--- src/rtl/mem_loader.sv ---
// mem_loader: byte-stream loader; dc_i/byte_rdy_i/byte_data_i in, registered word writes (wr_*_o), cpu_rst_n_o, busy_o, err_o, csum_o out
module mem_loader #(
  parameter int XLEN  = 32,
  parameter int DEPTH = 2048,
  parameter int CH    = 2,
  localparam int AW   = $clog2(DEPTH),
  localparam int NB   = XLEN / 8,
  localparam int LW   = $clog2(NB)
) (
  input  logic            clk_i,
  input  logic            rst_n_i,
  input  logic            dc_i,
  input  logic            byte_rdy_i,
  input  logic [7:0]      byte_data_i,
  output logic            wr_en_o,
  output logic [CH-1:0]   wr_sel_o,
  output logic [AW-1:0]   wr_addr_o,
  output logic [XLEN-1:0] wr_data_o,
  output logic [NB-1:0]   wr_byte_en_o,
  output logic            cpu_rst_n_o,
  output logic            busy_o,
  output logic            err_o,
  output logic [7:0]      csum_o
);
  localparam logic [1:0] IDLE = 2'd0, LOAD = 2'd1, RUN = 2'd2;
  logic [1:0] state_q, state_d;
  logic [3:0] tgt_q, tgt_d;
  logic [AW-1:0] addr_q, addr_d, waddr_q, waddr_d;
  logic [LW-1:0] lane_q, lane_d;
  logic [XLEN-1:0] buf_q, buf_d, wdata_q, wdata_d, word, fdata;
  logic [NB-1:0] be_q, be_d, fbe;
  logic [CH-1:0] sel_q, sel_d;
  logic wr_en_q, wr_en_d, cpu_q, cpu_d, busy_q, busy_d, err_q, err_d, flush, is_ld;
  logic [7:0] csum_q, csum_d;
  always_comb begin
    state_d = state_q;
    tgt_d = tgt_q;
    addr_d = addr_q;
    lane_d = lane_q;
    buf_d = buf_q;
    err_d = err_q;
    csum_d = csum_q;
    wr_en_d = 1'b0;
    sel_d = '0;
    waddr_d = '0;
    wdata_d = '0;
    be_d = '0;
    flush = 1'b0;
    word = buf_q;
    fbe = '0;
    fdata = '0;
    for (int i = 0; i < NB; i++) begin
      if (LW'(i) == lane_q) word[8*i +: 8] = byte_data_i;
      fbe[i] = LW'(i) < lane_q;
      fdata[8*i +: 8] = fbe[i] ? buf_q[8*i +: 8] : 8'h00;
    end
    is_ld = byte_data_i[7:4] == 4'h2 && {1'b0, byte_data_i[3:0]} < 5'(CH);
    if (byte_rdy_i && dc_i) begin
      if (state_q == LOAD) begin
        csum_d = csum_q + byte_data_i;
        buf_d = word;
        lane_d = lane_q + LW'(1);
        if (lane_q == LW'(NB - 1)) begin
          wr_en_d = 1'b1;
          sel_d = CH'(1) << tgt_q;
          waddr_d = addr_q;
          wdata_d = word;
          be_d = '1;
          addr_d = addr_q + AW'(1);
          lane_d = '0;
        end
      end else err_d = 1'b1;
    end else if (byte_rdy_i) begin
      flush = (byte_data_i == 8'h00 || byte_data_i == 8'h01 || is_ld) && lane_q != '0;
      if (flush) begin
        wr_en_d = 1'b1;
        sel_d = CH'(1) << tgt_q;
        waddr_d = addr_q;
        wdata_d = fdata;
        be_d = fbe;
        addr_d = addr_q + AW'(1);
        lane_d = '0;
      end
      if (byte_data_i == 8'h00) state_d = IDLE;
      else if (byte_data_i == 8'h01) state_d = RUN;
      else if (byte_data_i == 8'h10) begin
        err_d = 1'b0;
        csum_d = '0;
      end else if (is_ld) begin
        state_d = LOAD;
        tgt_d = byte_data_i[3:0];
        addr_d = '0;
        lane_d = '0;
      end else err_d = 1'b1;
    end
    // a flushing RUN command holds the CPU in reset one extra cycle so the write lands first
    cpu_d = state_d == RUN && !flush;
    busy_d = state_d == LOAD;
  end
  always_ff @(posedge clk_i or negedge rst_n_i) begin
    if (!rst_n_i) begin
      state_q <= IDLE;
      tgt_q <= '0;
      addr_q <= '0;
      lane_q <= '0;
      buf_q <= '0;
      wr_en_q <= 1'b0;
      sel_q <= '0;
      waddr_q <= '0;
      wdata_q <= '0;
      be_q <= '0;
      cpu_q <= 1'b0;
      busy_q <= 1'b0;
      err_q <= 1'b0;
      csum_q <= '0;
    end else begin
      state_q <= state_d;
      tgt_q <= tgt_d;
      addr_q <= addr_d;
      lane_q <= lane_d;
      buf_q <= buf_d;
      wr_en_q <= wr_en_d;
      sel_q <= sel_d;
      waddr_q <= waddr_d;
      wdata_q <= wdata_d;
      be_q <= be_d;
      cpu_q <= cpu_d;
      busy_q <= busy_d;
      err_q <= err_d;
      csum_q <= csum_d;
    end
  end
  assign wr_en_o = wr_en_q;
  assign wr_sel_o = sel_q;
  assign wr_addr_o = waddr_q;
  assign wr_data_o = wdata_q;
  assign wr_byte_en_o = be_q;
  assign cpu_rst_n_o = cpu_q;
  assign busy_o = busy_q;
  assign err_o = err_q;
  assign csum_o = csum_q;
endmodule
--- config.mk ---
export PLATFORM = sky130hd
export DESIGN_NAME = mem_loader
export DESIGN_NICKNAME = d
export VERILOG_FILES = /design/src/rtl/mem_loader.sv
export SDC_FILE = /design/constraint.sdc
export NUM_CORES = 1
export LEC_CHECK = 0
export BUFFER_PORTS_ARGS = -buffer_cell sky130_fd_sc_hd__buf_2
export CAP_MARGIN = 20
export CORE_MARGIN = 4
export CORE_UTILIZATION = 50
export DETAILED_ROUTE_END_ITERATION = 6
export GPL_ROUTABILITY_DRIVEN = 0
export PLACE_DENSITY_LB_ADDON = 0.08
export SLEW_MARGIN = 25
export SYNTH_ARGS = -nofsm -noshare
export SYNTH_HDL_FRONTEND = slang
export SYNTH_SLANG_ARGS = --single-unit
--- constraint.sdc ---
create_clock -name clk_i -period 2.21 [get_ports clk_i]
set_clock_uncertainty 0.1 [all_clocks]
set_input_delay 0.221 -clock clk_i [delete_from_list [all_inputs] [get_ports clk_i]]
set_output_delay 0.221 -clock clk_i [all_outputs]
set_load 0.02 [all_outputs]
==> run_results.csv <==
group,metric,value,unit
flow_run,drv_cap,0,
pwr,pwr-share-comb,0.191,
pwr,power_density,833,mW/mm²
placement,dp.cells,535,
clock_network,postCtsSetupRepairBufs,0,
pwr,clkPwrFrac,0.319,
placement,portBuffers,72,
logic_synthesis,yosys_most_used_dff,"dfrtp_1",
drt,via_per_inst,5.50,
clock_network,cts_tree,"built",
sta,finalHoldViolations,0,
logic_synthesis,synthAdderAreaFrac,0.0434,
drt,drc,0,
sta,finalSetupViolCount,0,
global_routing,grt_use_total,0.190,
clock_network,ctsLongestPathBuffers,2,
global_routing,grt_pass1_wl,15.3,mm
clock_network,cts-htree-levels,3,
pwr,p_leak,2.76,nW
global_routing,grt_max_degree,41,
logic_synthesis,synth_compound_area_frac,0.148,
worst_setup_path,endpoint_kind,"register",
cells_and_area,nets,466,
cells_and_area,final_common_cell,"dfrtp_1",
floorplanning,ios,73,
placement,hpwl,6.51,mm
worst_setup_path,cp.arrival,2.16,ns
worst_setup_path,cp-start-kind,"register",
floorplanning,dieArea,0.0106,mm²
pwr,intPower,3.13,mW
logic_synthesis,async_flop_share,1.00,
global_routing,grt_pass1_vias,2922,
floorplanning,die_h,103,µm
sta,fin_setup_tns,0,ns
global_routing,grt_overflow,0,
pwr,p_sw,1.24,mW
global_routing,antenna_found_initial,0,
sta,min_period,2.01,ns
sta,rsz0062_at_grt,"false",
floorplanning,fp.dieW,103,µm
sta,fin_crit_sh,0.911,
logic_synthesis,syn_area,0.00450,mm²
floorplanning,rows,34,
worst_setup_path,required,2.35,ns
sta,worstMarginPinSlew,0.543,ns
logic_synthesis,synth.distinct_cells,56,
drt,post_drt_wl_per_cell,17.1,µm
pwr,vdd_drop_max,0.428,mV
clock_network,clock_latency,0.36,ns
drt,antenna_left,0,
drt,drt_iter0_drc,136,
clock_network,clk_pin_slew_worst_paths,0.10,ns
logic_synthesis,yosys-mux-area-fraction,0.0548,
pwr,swShare,0.284,
cells_and_area,area_growth,16.5,%
pwr,power.share.sequential,0.490,
worst_hold_path,hold_path_class,"in -> reg",
drt,drt-pass1-iter-count,4,
logic_synthesis,synth_area_per_cell,12.4,µm²
sta,hold_ws,0.119,ns
worst_setup_path,critPathKind,"reg -> reg",
logic_synthesis,syn-num-nets,390,
cells_and_area,final_cells,551,
floorplanning,initial_core_util,0.516,
logic_synthesis,synth-simple-area-share,0.128,
outcome,status,"finished, final reports clean",
cells_and_area,num_antenna_cells,0,
floorplanning,coreArea,0.00872,mm²
logic_synthesis,synth_seq_cells,103,
logic_synthesis,ys_seq_area_frac,0.573,
logic_synthesis,synth_xor_area_frac,0.0214,
logic_synthesis,yosys_warnings,0,
sta,final_max_slew_viol_count,0,
worst_setup_path,cp_max_fo,6,
clock_network,numCtsBuffers,9,
drt,num_vias,3029,
cells_and_area,layout-drive-gt1-share,0.314,
clock_network,cts_num_sinks,103,
logic_synthesis,synthCells,363,
logic_synthesis,synth_top_family_by_area,"compound AO/OA/AOI/OAI gates",
sta,fmax,0.497,GHz
sta,slew_headroom,0.634,
clock_network,cts_resized,0,
clock_network,cts-root-buf,"clkbuf_8",
drt,wl,9.41,mm
logic_synthesis,synth_edf_count,0,
cells_and_area,final_cell_mix,"dfrtp_1, buf_2, nand2_1",
power by group through the flow:
stage	combinational (mW)	clock [mW]	sequential [mW]
after detailed placement	0.842	0	2.18
after floorplan	0.502	0	2.23
after CTS	0.845	1.44	2.14
final	0.836	1.40	2.14
after global routing	0.941	1.51	2.16
after global placement	0.830	0	2.17
routing by layer:
metal | global-route usage | share of wire | up-vias
met4 | 0.0657 | 0.0080 | 0
li1 | - | - | 1466
met2 | 0.293 | 0.45 | 57
met1 | 0.275 | 0.49 | 1501
met3 | 0.0318 | 0.044 | 5
met5 | 0 | 0 | -
worst max-delay path, cell delays in order, from the launching register on:
cell	delay [ns]
dfrtp_1	0.46
ha_1	0.33
nand3b_1	0.10
a21boi_0	0.47
inv_1	0.12
nor3_1	0.27
a211oi_2	0.05
stage by stage:
stage / utilization / total power [mW] / instance area, µm² / worst slack (ns)
floorplan: - / 2.73 / 4500 / 0.260
global placement: 0.572 / 3.00 / 4990 / 0.259
detailed placement: 0.572 / 3.02 / 4990 / 0.223
CTS: 0.601 / 4.42 / 5250 / 0.200
global route: 0.601 / 4.61 / 5250 / 0.0484
finish: 0.601 / 4.37 / 5250 / 0.196
cell usage after synthesis, types with 2 or more instances:
master / n / area [µm²]
a211oi_1: 2 / 15.0
a21o_1: 2 / 15.0
a21oi_1: 13 / 65.1
a21oi_2: 2 / 17.5
a22o_1: 13 / 114
a32o_1: 16 / 160
a41oi_1: 2 / 17.5
and2_1: 16 / 100
and3_1: 12 / 75.1
and4_1: 3 / 26.3
and4b_1: 2 / 20.0
buf_1: 2 / 7.51
buf_2: 7 / 35.0
buf_4: 6 / 45.0
clkbuf_1: 5 / 18.8
dfrtp_1: 103 / 2580
ha_1: 14 / 175
inv_1: 6 / 22.5
mux2_2: 21 / 236
nand2_1: 29 / 109
nand2_2: 3 / 18.8
nand2b_1: 2 / 12.5
nand3b_1: 4 / 30.0
nor2_1: 16 / 60.1
nor2b_1: 2 / 12.5
nor3_1: 4 / 20.0
o2111ai_1: 4 / 35.0
o21ai_0: 13 / 65.1
o21ai_1: 2 / 10.0
o22ai_4: 2 / 40.0
xnor2_1: 2 / 17.5
xor2_1: 9 / 78.8
path summary, 6_finish.rpt:
path | from | endpoint | slack [ns] | cells past startpoint
max | lane_q[0]$_DFFE_PN0P_ | addr_q[4]$_DFFE_PN0P_ | 0.20 | 6
min | byte_data_i[0] | csum_o[0]$_DFFE_PN0P_ | 0.12 | 3
max reg2reg | lane_q[0]$_DFFE_PN0P_ | addr_q[4]$_DFFE_PN0P_ | 0.20 | 6
min reg2reg | tgt_q[0]$_DFFE_PN0P_ | wr_sel_o[0]$_DFF_PN0_ | 0.34 | 1
max in group asynchronous | rst_n_i | wr_addr_o[4]$_DFF_PN0_ | 1.00 | 3
min in group asynchronous | rst_n_i | wr_data_o[28]$_DFF_PN0_ | 0.27 | 2
area by class of cell:
type,instances,area (µm²)
Fill cell,716,3480
Clock buffer,10,138
Sequential cell,103,2580
Inverter,7,26.3
Multi-Input combinational cell,232,1780
Timing Repair Buffer,86,483
Clock inverter,5,106
Tap cell,108,135
cell families (layout without fill, tap and decap cells):
family	count (synthesis)	in the layout
AO/OA/AOI/OAI	82	82
XOR/XNOR	11	11
adder cells (fa/ha/maj)	15	15
buffers and inverters	28	108
flip-flops	103	103
multiplexers	22	22
AND/OR/NAND/NOR	102	102
sequential cells by signal, indices dropped and copies added, names as in the netlist, 2 cells and up:
name / cells
csum_o: 8
state_q: 2
tgt_q: 4
addr_q: 11
wr_data_o: 32
wr_byte_en_o: 3
lane_q: 2
buf_q: 24
wr_sel_o: 2
wr_addr_o: 11
repair_timing:
action | 4_1_cts | 5_1_grt
hold endpoints to repair | 38 | 0
hold buffers | 1 | 0
endpoints found under the setup margin | 0 | 0
Note: power is estimated with default switching activity, not from simulation.
